`src/rtl/uart_pkg.sv`:
```
// Shared constants and state encoding for the UART receive path.
package uart_pkg;
    localparam int OVS        = 16;
    localparam int SAMPLE_LO  = 7;
    localparam int SAMPLE_MID = 8;
    localparam int SAMPLE_HI  = 9;

    localparam int CHK_NONE = 0;
    localparam int CHK_ODD  = 1;
    localparam int CHK_EVEN = 2;

    typedef enum logic [2:0] {
        IDLE,
        START,
        DATA,
        PARITY,
        STOP,
        BREAK
    } rx_state_t;
endpackage

```
`src/rtl/uart_baud_tick.sv`:
```
// 16x oversampling tick: one-clock pulse every CLOCK/(16*BAUD) clocks, phase reset by clear.
module uart_baud_tick
    import uart_pkg::*;
#(
    parameter int CLOCK = 25000000,
    parameter int BAUD  = 115200
) (
    input  logic clock,
    input  logic reset,
    input  logic clear,
    output logic tick
);
    localparam int DIV = CLOCK / (OVS * BAUD);
    localparam int CW  = (DIV > 1) ? $clog2(DIV) : 1;

    if (DIV < 1) begin : g_bad_div
        $error("uart_baud_tick: CLOCK/(16*BAUD) must be at least 1");
    end

    logic [CW-1:0] cnt;

    assign tick = (cnt == CW'(DIV - 1));

    always_ff @(posedge clock) begin
        if (reset || clear || tick)
            cnt <= '0;
        else
            cnt <= cnt + 1'b1;
    end
endmodule

```
`src/rtl/uart_rx.sv`:
```
// UART receiver: 2-flop sync, 16x oversampled majority-vote sampler, one-word holding buffer.
module uart_rx
    import uart_pkg::*;
#(
    parameter int CLOCK = 25000000,
    parameter int BAUD  = 115200,
    parameter int DBIT  = 8,
    parameter int SBIT  = 1,
    parameter int CHECK = 0
) (
    input  logic            clock,
    input  logic            reset,
    input  logic            rx,
    output logic [DBIT-1:0] data,
    output logic            valid,
    input  logic            ready,
    output logic            frame_err,
    output logic            parity_err,
    output logic            overrun,
    output logic            busy
);
    localparam int BW = $clog2(DBIT + 1);
    localparam int PW = $clog2(OVS);

    if (DBIT < 5 || DBIT > 9) begin : g_bad_dbit
        $error("uart_rx: DBIT must be 5..9");
    end
    if (SBIT < 1 || SBIT > 2) begin : g_bad_sbit
        $error("uart_rx: SBIT must be 1 or 2");
    end
    if (CHECK < CHK_NONE || CHECK > CHK_EVEN) begin : g_bad_check
        $error("uart_rx: CHECK must be 0, 1 or 2");
    end

    rx_state_t state, state_nx;

    logic            rx_s1, rx_s2, rx_d;
    logic            fall;
    logic            tick, tick_clr;
    logic [PW-1:0]   ph;
    logic            s_lo, s_mid, s_hi, bit_end;
    logic            smp_lo, smp_mid, maj;
    logic [BW-1:0]   bit_cnt;
    logic            stop_idx, last_stop;
    logic            ferr_acc, perr_r;
    logic [DBIT-1:0] shreg;
    logic            done, load;

    always_ff @(posedge clock) begin
        if (reset) begin
            rx_s1 <= 1'b1;
            rx_s2 <= 1'b1;
            rx_d  <= 1'b1;
        end else begin
            rx_s1 <= rx;
            rx_s2 <= rx_s1;
            rx_d  <= rx_s2;
        end
    end

    assign fall = rx_d & ~rx_s2;

    // Tick divider and bit phase sit at zero in IDLE so bit timing starts at the detected edge.
    assign tick_clr = (state == IDLE);

    uart_baud_tick #(
        .CLOCK(CLOCK),
        .BAUD (BAUD)
    ) u_tick (
        .clock(clock),
        .reset(reset),
        .clear(tick_clr),
        .tick (tick)
    );

    always_ff @(posedge clock) begin
        if (reset || tick_clr)
            ph <= '0;
        else if (tick)
            ph <= ph + 1'b1;
    end

    // ph holds ticks already elapsed in the bit, so tick N of the bit fires while ph == N-1.
    assign s_lo    = tick && (ph == PW'(SAMPLE_LO - 1));
    assign s_mid   = tick && (ph == PW'(SAMPLE_MID - 1));
    assign s_hi    = tick && (ph == PW'(SAMPLE_HI - 1));
    assign bit_end = tick && (ph == PW'(OVS - 1));

    always_ff @(posedge clock) begin
        if (reset) begin
            smp_lo  <= 1'b1;
            smp_mid <= 1'b1;
        end else begin
            if (s_lo)  smp_lo  <= rx_s2;
            if (s_mid) smp_mid <= rx_s2;
        end
    end

    assign maj       = (smp_lo & smp_mid) | (smp_lo & rx_s2) | (smp_mid & rx_s2);
    assign last_stop = (stop_idx == 1'(SBIT - 1));

    always_ff @(posedge clock) begin
        if (reset)
            state <= IDLE;
        else
            state <= state_nx;
    end

    always_comb begin
        state_nx = state;
        done     = 1'b0;
        unique case (state)
            IDLE:   if (fall) state_nx = START;
            START: begin
                if (s_hi && maj)
                    state_nx = IDLE;
                else if (bit_end)
                    state_nx = DATA;
            end
            DATA: begin
                if (bit_end && bit_cnt == BW'(DBIT))
                    state_nx = (CHECK != CHK_NONE) ? PARITY : STOP;
            end
            PARITY: if (bit_end) state_nx = STOP;
            STOP: begin
                // Finish at the last stop sample so a following start edge is not missed.
                if (s_hi && last_stop) begin
                    done     = 1'b1;
                    state_nx = (ferr_acc || !maj) ? BREAK : IDLE;
                end
            end
            BREAK:  if (rx_s2) state_nx = IDLE;
            default: state_nx = IDLE;
        endcase
    end

    always_ff @(posedge clock) begin
        if (reset) begin
            bit_cnt  <= '0;
            stop_idx <= 1'b0;
            ferr_acc <= 1'b0;
            perr_r   <= 1'b0;
            shreg    <= '0;
        end else begin
            if (state == IDLE) begin
                bit_cnt  <= '0;
                stop_idx <= 1'b0;
                ferr_acc <= 1'b0;
                perr_r   <= 1'b0;
            end
            if (s_hi) begin
                case (state)
                    DATA: begin
                        shreg   <= {maj, shreg[DBIT-1:1]};
                        bit_cnt <= bit_cnt + 1'b1;
                    end
                    PARITY: perr_r <= (CHECK == CHK_ODD) ? ~(^shreg ^ maj) : (^shreg ^ maj);
                    STOP: begin
                        if (!maj) ferr_acc <= 1'b1;
                        stop_idx <= 1'b1;
                    end
                    default: ;
                endcase
            end
        end
    end

    assign load = done && (!valid || ready);

    always_ff @(posedge clock) begin
        if (reset) begin
            data       <= '0;
            valid      <= 1'b0;
            frame_err  <= 1'b0;
            parity_err <= 1'b0;
            overrun    <= 1'b0;
        end else begin
            overrun <= done && valid && !ready;
            if (load) begin
                data       <= shreg;
                valid      <= 1'b1;
                frame_err  <= ferr_acc | ~maj;
                parity_err <= perr_r;
            end else if (valid && ready) begin
                valid <= 1'b0;
            end
        end
    end

    assign busy = (state != IDLE);
endmodule
```
`config.mk`:
```
export PLATFORM = sky130hd
export DESIGN_NAME = uart_rx
export DESIGN_NICKNAME = d
export VERILOG_FILES = /design/src/rtl/uart_pkg.sv /design/src/rtl/uart_baud_tick.sv /design/src/rtl/uart_rx.sv
export SDC_FILE = /design/constraint.sdc
export NUM_CORES = 1
export LEC_CHECK = 0
export BUFFER_PORTS_ARGS = -buffer_cell sky130_fd_sc_hd__buf_2
export CAP_MARGIN = 25
export CORE_MARGIN = 4
export CORE_UTILIZATION = 30
export CTS_BUF_LIST = sky130_fd_sc_hd__clkbuf_4 sky130_fd_sc_hd__clkbuf_8 sky130_fd_sc_hd__clkbuf_16
export DETAILED_ROUTE_END_ITERATION = 7
export HOLD_SLACK_MARGIN = 0.06
export PLACE_DENSITY = 0.44
export SETUP_SLACK_MARGIN = 0.02
export SYNTH_ARGS = -nofsm -noshare
export SYNTH_HDL_FRONTEND = slang
export SYNTH_SLANG_ARGS = --single-unit
export TNS_END_PERCENT = 50
```
`constraint.sdc`:
```
create_clock -name clock -period 1.8 [get_ports clock]
set_input_delay 0.09 -clock clock [delete_from_list [all_inputs] [get_ports clock]]
set_output_delay 0.09 -clock clock [all_outputs]
set_load 0.005 [all_outputs]
```
**Word level (Yosys, flattened, before mapping)**

Index checks and enable logic that the tools add are counted.

- Output and inout port bits: 13
- Bits in registers: 43
- Memories: 0
- Bits in read-only memories: 0
- Logic and storage cells: 99
- Input bits: 4
- Memory bits (writable): 0
- Bits in latches: 0

- Bitwise operators: 11
- Shift-type cells: 0
- Eq/ne operators: 17
- Multiplexer cells: 26
- Order comparisons: 0
- Add/sub/neg operators: 3
- Divide/modulo/power cells: 0
- Multipliers: 0
- Reduce and logical (&&, ||, !) cells: 24

Operator list:

| kind | number |
|---|---|
| two-way mux 3 bit | 8 |
| case mux 3 bit (6 select lines) | 1 |
| equality test 4 bit, second input constant | 4 |
| two-way mux 1 bit | 14 |
| adder 4 x 1 -> 4 bit, second input constant | 3 |
| two-way mux 4 bit | 3 |
| logical AND 1 bit | 11 |
| != test 2 bit, second input constant | 5 |
| equality test 4 x 3 -> 1 bit, second input constant | 2 |
| parity 8 bit | 1 |
| equality test 3 x 2 -> 1 bit, second input constant | 2 |
| equality test 3 bit, second input constant | 2 |
| AND reduction 6 bit | 1 |
| AND 1 bit | 4 |
| logical OR 1 bit | 4 |
| equality test 3 x 1 -> 1 bit, second input constant | 1 |
| zero test 1 bit | 3 |
| zero test 3 bit | 1 |
| != test 3 bit, second input constant | 1 |
| inverter 1 bit | 3 |
| bitwise OR 1 bit | 3 |
| nonzero test 3 bit | 1 |
| AND reduction 2 bit | 1 |
| nonzero test 2 bit | 1 |
| bitwise XOR 1 bit | 1 |

**Longest topological paths before layout**

Gate-level depths: netlist of the first run.

- Word-level depth: 8
- Depth in mapped cells: 8
- Gate-level depth less buffers: 6

**By module**

A second synthesis of the first run with hierarchy kept.

- Cell total of the unflattened synthesis: 211
- Area, all modules: 1971.9 um^2

Modules (own cells, without submodules):

| module | cells an instance | area an instance (um^2) | sequential area each (um^2) | instances |
|---|---|---|---|---|
| uart_rx | 193 | 1795.5 | 780.7 | 1 |
| uart_baud_tick | 18 | 176.4 | 80.1 | 1 |

**Worst setup path after synthesis of the first run**

Ideal clock, no wire load.

- Path type: register -> register
- From: register u_tick.cnt[0]
- To: register data[1]
- Data required time: 1668 ps
- Setup time: 132 ps
- Data arrival time: 1601 ps
- Cell stages (with the launch flop): 8
- Buffers on the path: 1
- Slack: 66 ps
- Period minus slack after synthesis: 1734 ps
- Path through: dfxtp_1 inv_1 ha_1 nand3_1 or4_4 buf_6 o21ai_1 a21oi_1

- Cells in the longest elaborated chain, start to end: 6

RTL lines:

| what | RTL line | text |
|---|---|---|
| start: declaration | uart_baud_tick.sv:20 | `logic [CW-1:0] cnt;` |
| start signal: assignment | uart_baud_tick.sv:28 | `cnt <= cnt + 1'b1;` |
| equality test 4 bit | uart_baud_tick.sv:22 | `assign tick = (cnt == CW'(DIV - 1));` |
| logical AND 1 bit | uart_rx.sv:86 | `assign s_hi = tick && (ph == PW'(SAMPLE_HI - 1));` |
| logical AND 1 bit | uart_rx.sv:127 | `if (s_hi && last_stop) begin` |
| two-way mux 1 bit | uart_rx.sv:127 |  |
| two-way mux 1 bit | uart_rx.sv:112 | `unique case (state)` |
| logical AND 1 bit | uart_rx.sv:168 | `assign load = done && (!valid \|\| ready);` |
| end signal: assignment | uart_rx.sv:180 | `data <= shreg;` |
| end: declaration | uart_rx.sv:14 | `output logic [DBIT-1:0] data,` |

Every way passes these cells.
A chain may end at the register's enable or synchronous reset.

**Worst setup path in the final report of the first run**

- From: register u_tick.cnt[0]
- To: register state[1]

- Cells in the longest elaborated chain, start to end: 5
- Elaborated cells on any way between the ends: 13
- Classes of those cells: eq/ne: 5; mux: 2; reduce/logical: 6

RTL lines:

| what | RTL line | text |
|---|---|---|
| equality test 4 bit * | uart_baud_tick.sv:22 |  |
| logical AND 1 bit, on equally long branches | uart_rx.sv:86, uart_rx.sv:87 |  |
| logical AND 1 bit, on equally long branches | uart_rx.sv:115, uart_rx.sv:121, uart_rx.sv:127 |  |
| != test 3 bit (no source line), or another cell as far along | - |  |
| AND reduction 6 bit (no source line) / case mux 3 bit (6 select lines) (equally long branches) | - |  |
| end signal: assignment | uart_rx.sv:106 | `state <= state_nx;` |
| end: declaration | uart_rx.sv:35 | `rx_state_t state, state_nx;` |

Every way passes the cells marked *; elsewhere a longest branch is shown, timed or not.

==> reports/metrics.yaml, run 1 <==
worst_setup_path:
  critical_path.cell_chain: "inv_1, ha_2, nand3_4, buf_4, o31ai_1, buf_4, a311oi_1, a41o_1"
  crit_path_end_kind: "flop"
  worstSetupStartpoint: "u_tick.cnt[0]$_SDFF_PP0_"
  path_delay_family: "compound AO/OA/AOI/OAI gates"
  cp.arrival_ns: 1.88
  crit_top_cell: "buf_4"
  cp.required_ns: 2.00
  cp.buffers_inverters: 3
  startpoint_type: "flop"
  path_class: "reg2reg"
  crit_slowest_cell: "dfxtp_2"
  r2r_start: "u_tick.cnt[0]$_SDFF_PP0_"
  cp_max_fo: 5
  cpPeakStageDelay_ns: 0.34
grt:
  grt_remaining_overflow: 0
  grt_pass1_vias: 1555
  grt_start_max_net_pins: 29
  grt_usage_pct: 11.3
  antenna_found_initial: 0
  grt_pass1_wl_mm: 7.72
sta:
  worstMarginPinSlew_ns: 0.510
  fin_worst_skew_ns: 0.00802
  rsz0062_at_grt: "true"
  fmax_mhz: 595
  period_minus_slack_ns: 1.68
  slew_headroom_pct: 66.0
  setup_ws_ns: 0.119
  final_hold_viol_count: 0
  final.setup.tns_ns: 0
  setup_viol: 0
  slew_violations: 0
  finalCritPeriodShare_pct: 93.4
synthesis:
  synth.ff_latch_count: 43
  synth_cells: 231
  synth_adder_area_share_pct: 4.92
  synth_top_family_by_area: "simple AND/OR/NAND/NOR gates"
  syn_area_sq_um: 2010
  async_flop_share_pct: 0
  synth_edf_count: 0
  syn_nets: 242
  yosys.area_share.simple_pct: 23.5
  synth-compound-area-share_pct: 16.7
  synth_top_flop_cell: "dfxtp_1"
  synth_xor_xnor_area_share_pct: 5.48
  synth_mux_area_share_pct: 1.56
  yosys_warnings: 0
  avgSynthCellArea_sq_um: 8.70
  synthDistinctLibCells: 48
  yosysSeqAreaShare_pct: 42.8
place:
  place_ws_ns: 0.0528
  portBuffers: 16
  gp_congestion: 0.815
  dpl_cell_area_sq_um: 2260
  dp_hpwl_mm: 3.18
clock_tree:
  cts.path.max_buffers: 2
  clockRootBuffer: "clkbuf_8"
  numCtsBuffers: 5
  htreeDepth: 2
  cts_tree: "built"
  clock_sinks: 43
  clk_latency_ns: 0.30
  clkSlewWorstSetupHoldPaths_ns: 0.09
final_layout:
  n_fill_cell: 670
  fin_util_pct: 37.8
  num_antenna_cells: 0
  ff_latch_area_sq_um: 863
  layout_commonest_cell: "dfxtp_1"
  nNetsFinal: 274
  drive_above_1_share_pct: 25.4
  layout_common_cells: "41 x dfxtp_1, 27 x nand2_1, 25 x a21oi_1"
  multi_input_area_sq_um: 1100
  area_growth_pct: 20.7
  finalInstanceArea_sq_um: 2430
routing:
  vias_per_cell: 5.09
  wl_per_cell_um: 13.7
  vias: 1736
  drt-initial-drc-count: 71
  wirelength_mm: 4.68
  drc: 0
  drt-pass1-iter-count: 4
  antenna_left: 0
die:
  fp.dieArea_sq_um: 8080
  ios: 17
  rows: 29
  core_sq_um: 6420
  die_h_um: 89.9
  fp.dieW_um: 89.9
  start_util_pct: 31.3
power:
  powerDensity_nw_per_um2: 854
  leakage_nw: 0.911
  ir_drop_mv: 0.347
  p_total_mw: 2.07
hold_path:
  hp-start: "reset"
  hp-class: "in2reg"
status:
  outcome: "completed"
flow_run:
  cap_violations: 0
[flip-flops by register name, indices dropped and copies added (netlist names), named ones only]
| name | cells |
|---|---|
| bit_cnt | 4 |
| data | 8 |
| ferr_acc | 1 |
| frame_err | 1 |
| overrun | 1 |
| parity_err | 1 |
| perr_r | 1 |
| ph | 4 |
| rx_d | 1 |
| rx_s1 | 1 |
| rx_s2 | 1 |
| shreg | 8 |
| smp_lo | 1 |
| smp_mid | 1 |
| state | 3 |
| u_tick.cnt | 4 |
| valid | 1 |
[routing by layer]
metal / track usage, % / vias to the layer above / share of wire, %
met5: 0 / - / 0
met4: 3.83 / 0 / 1.3
met3: 2.84 / 5 / 4.6
met2: 16.4 / 38 / 43
met1: 16.3 / 811 / 51
li1: - / 882 / -
[Yosys cell counts, drive strengths merged (2+ instances only)]
master / count / area (sq um)
clkbuf: 9 / 33.8
a41o: 2 / 20.0
nor4: 2 / 12.5
nand4b: 3 / 26.3
nand2b: 4 / 25.0
xnor2: 7 / 61.3
and4: 2 / 17.5
or3: 2 / 12.5
a31oi: 5 / 31.3
o31ai: 2 / 15.0
nand3: 15 / 75.1
nand4: 3 / 18.8
nand2: 27 / 101
nor3b: 2 / 15.0
xor2: 3 / 26.3
or3b: 2 / 20.0
a311oi: 2 / 17.5
buf: 5 / 37.5
o21ai: 11 / 58.8
or2: 3 / 18.8
mux2i: 2 / 20.0
inv: 8 / 30.0
and3: 3 / 18.8
nor2b: 3 / 18.8
ha: 7 / 87.6
dfxtp: 43 / 861
nor2: 13 / 48.8
a21oi: 25 / 125
[metrics by stage]
step | std cells | hold slack, ns
3_3_place_gp | 329 | 0.279
2_1_floorplan | 231 | 0.194
5_1_grt | 341 | 0.281
6_report | 341 | 0.251
3_5_place_dp | 329 | 0.277
4_1_cts | 338 | 0.256
[cell type report]
class	instances	share of cell area (%)
well taps	77	3.97
clock inverters	3	1.03
inverters	8	1.24
clock buffers	5	2.84
repair buffers	38	10.2
multi-input cells	167	45.2
flip-flops and latches	43	35.6
[logic make-up after synthesis]
group / after synthesis
buf+inv: 22
simple gates: 89
xor+xnor: 11
compound gates: 55
fa+ha+maj: 8
flops: 43
mux: 3
[report_power, final]
group	internal [mW]	total [mW]	switching (mW)
combinational	0.186	0.424	0.238
clock	0.278	0.644	0.366
sequential	0.984	1.00	0.0203
[final timing paths]
check,to,slack [ns],depth (start not counted)
setup / recovery,state[1]$_SDFFE_PP0P_,0.12,8
hold / removal,data[3]$_SDFFE_PP0P_,0.25,2
setup reg to reg,state[1]$_SDFFE_PP0P_,0.12,8
hold reg to reg,rx_s2$_SDFF_PP1_,0.41,1
[repair_timing]
item                                   in CTS  in global routing
resized for setup                           0                 14
setup buffers                               0                  2
hold buffers                                1                  0
endpoints found under the hold margin       1                  0
setup endpoints to repair                   0                 13
Power figures use the tool's default switching activity.
==> run 2, diff against run 1 <==
MAX_ROUTING_LAYER = met4   (was not set)
==> run 2 against run 1 <==
  * Critical path depth unchanged
  * Worst hold slack improved by 0.0015 ns
  * Global-route usage increased by 0.32 points
  * Largest cell class unchanged
==> reports/metrics.yaml, run 2 (same netlist as run 1, synthesis figures left out) <==
die:
  die_h_um: 89.9  # unchanged
  rows: 29  # unchanged
  ios: 17  # unchanged
  core_sq_um: 6420  # unchanged
  start_util_pct: 31.3  # unchanged
  fp.dieArea_sq_um: 8080  # unchanged
  fp.dieW_um: 89.9  # unchanged
worst_setup_path:
  r2r_start: "u_tick.cnt[0]$_SDFF_PP0_"
  cp.buffers_inverters: 3  # unchanged
  cpPeakStageDelay_ns: 0.34  # about the same
  crit_top_cell: "buf_4"
  critical_path.cell_chain: "inv_1, ha_2, nand3_4, buf_4, o31ai_1, buf_4, a311oi_1, a41o_1"
  regToRegSetupSlack_ns: 0.12  # about the same
  crit_slowest_cell: "dfxtp_2"
  cp.required_ns: 2.00  # about the same
  path_delay_family: "compound AO/OA/AOI/OAI gates"
  timing.rr.end: "state[1]$_SDFFE_PP0P_"
  crit_path_end_kind: "flop"
  worst_r2r_path_depth: 8  # unchanged
  cp.arrival_ns: 1.88  # about the same
  path_class: "reg2reg"
  cp_max_fo: 5  # unchanged
  startpoint_type: "flop"
  worstSetupStartpoint: "u_tick.cnt[0]$_SDFF_PP0_"
final_layout:
  layout_commonest_cell: "dfxtp_1"
  multi_input_area_sq_um: 1100  # unchanged
  ff_latch_area_sq_um: 863  # unchanged
  finalInstanceArea_sq_um: 2430  # unchanged
  layout.cells.non_filler: 341  # unchanged
  reg_top3: "data x8, shreg x8"
  area_growth_pct: 20.7  # unchanged
  drive_above_1_share_pct: 25.4  # unchanged
  n_fill_cell: 670  # unchanged
  num_antenna_cells: 0  # unchanged
  layout_common_cells: "41 x dfxtp_1, 27 x nand2_1, 25 x a21oi_1"
  nNetsFinal: 274  # unchanged
  fin_util_pct: 37.8  # unchanged
clock_tree:
  clock_sinks: 43  # unchanged
  cts.path.max_buffers: 2  # unchanged
  cts_tree: "built"
  clockRootBuffer: "clkbuf_8"
  numCtsBuffers: 5  # unchanged
  clkSlewWorstSetupHoldPaths_ns: 0.09  # about the same
  htreeDepth: 2  # unchanged
  clk_latency_ns: 0.30  # about the same
grt:
  grt_usage_pct: 11.7  # +0.32 points
  antenna_found_initial: 0  # unchanged
  grt_remaining_overflow: 0  # unchanged
  grt_start_max_net_pins: 29  # unchanged
  met3_usage_pct: 2.84  # unchanged
  busiest_layer: "met2"
  grt_pass1_wl_mm: 7.71  # about the same
  use_met2_pct: 16.4  # unchanged
  gr-usage-met1_pct: 16.3  # unchanged
  grt_pass1_vias: 1556  # +0.064%
place:
  gp_congestion: 0.827  # +1.5%
  place_ws_ns: 0.0528  # unchanged
  place_inst: 329  # unchanged
  portBuffers: 16  # unchanged
  dp_hpwl_mm: 3.18  # unchanged
  dpl_cell_area_sq_um: 2260  # unchanged
power:
  p_total_mw: 2.07  # about the same
  leakage_nw: 0.911  # unchanged
  powerDensity_nw_per_um2: 854  # about the same
  ir_drop_mv: 0.346  # -0.26%
sta:
  rsz0062_at_grt: "true"
  setup_ws_ns: 0.118  # -0.000229 ns
  setup_viol: 0  # unchanged
  worstMarginPinSlew_ns: 0.510  # +0.000401 ns
  period_minus_slack_ns: 1.68  # +0.000229 ns
  fin_worst_skew_ns: 0.00803  # +0.0000155 ns
  final.setup.tns_ns: 0  # unchanged
  fmax_mhz: 595  # about the same
  slew_violations: 0  # unchanged
  worst_hold_slack_ns: 0.252  # +0.00148 ns
  finalCritPeriodShare_pct: 93.4  # about the same
  final_hold_viol_count: 0  # unchanged
  slew_headroom_pct: 66.0  # about the same
routing:
  vias: 1721  # -0.86%
  wirelength_mm: 4.66  # -0.30%
  antenna_left: 0  # unchanged
  drt-initial-drc-count: 73  # +2.8%
  drc: 0  # unchanged
  vias_per_cell: 5.05  # -0.86%
  wl_per_cell_um: 13.7  # -0.30%
  drt-pass1-iter-count: 4  # unchanged
flow_run:
  cap_violations: 0  # unchanged
status:
  outcome: "completed"
hold_path:
  holdPathEnd: "data[3]$_SDFFE_PP0P_"
  hp-class: "in2reg"
  hp-start: "reset"
  hold_depth: 2  # unchanged
[run 2: cell counts in the layout (fill, tap and decap cells not counted)]
Identical to the previous run, type by type.
[run 2: timing repair]
item	in CTS	in global routing
endpoints found under the hold margin	1	0
resized for setup	0	14
hold buffers	1	0
setup buffers	0	2
setup endpoints to repair	0	13
[run 2: power breakdown]
| group | internal, mW | total [mW] | switching, mW |
|---|---|---|---|
| Clock | 0.278 | 0.644 | 0.367 |
| Sequential | 0.984 | 1.00 | 0.0202 |
| Combinational | 0.186 | 0.426 | 0.239 |
| Total | 1.45 | 2.07 | 0.626 |
[run 2: how the worst max path moves through the flow]
stage                                    to  slack (ns)  depth (start not counted)
detailed placement  parity_err$_SDFFE_PP0P_        0.05                          6
floorplan              data[1]$_SDFFE_PP0P_        0.07                          7
CTS                 parity_err$_SDFFE_PP0P_        0.05                          6
global route           data[6]$_SDFFE_PP0P_        0.01                          6
global placement    parity_err$_SDFFE_PP0P_        0.08                          6
finish                state[1]$_SDFFE_PP0P_        0.12                          8
[run 2: cell type report]
cell class | count | area share, %
multi-input combinational | 167 | 45.2
sequential | 43 | 35.6
timing repair buffer | 38 | 10.2
tap | 77 | 3.97
clock buffer | 5 | 2.84
inverter | 8 | 1.24
clock inverter | 3 | 1.03
[run 2: metal layers]
layer	vias up	wire length, um	part of all wire, %
met2	30	2010	43
met5	-	0	0
met4	0	57	1.2
met1	805	2410	52
li1	881	-	-
met3	5	185	4.0
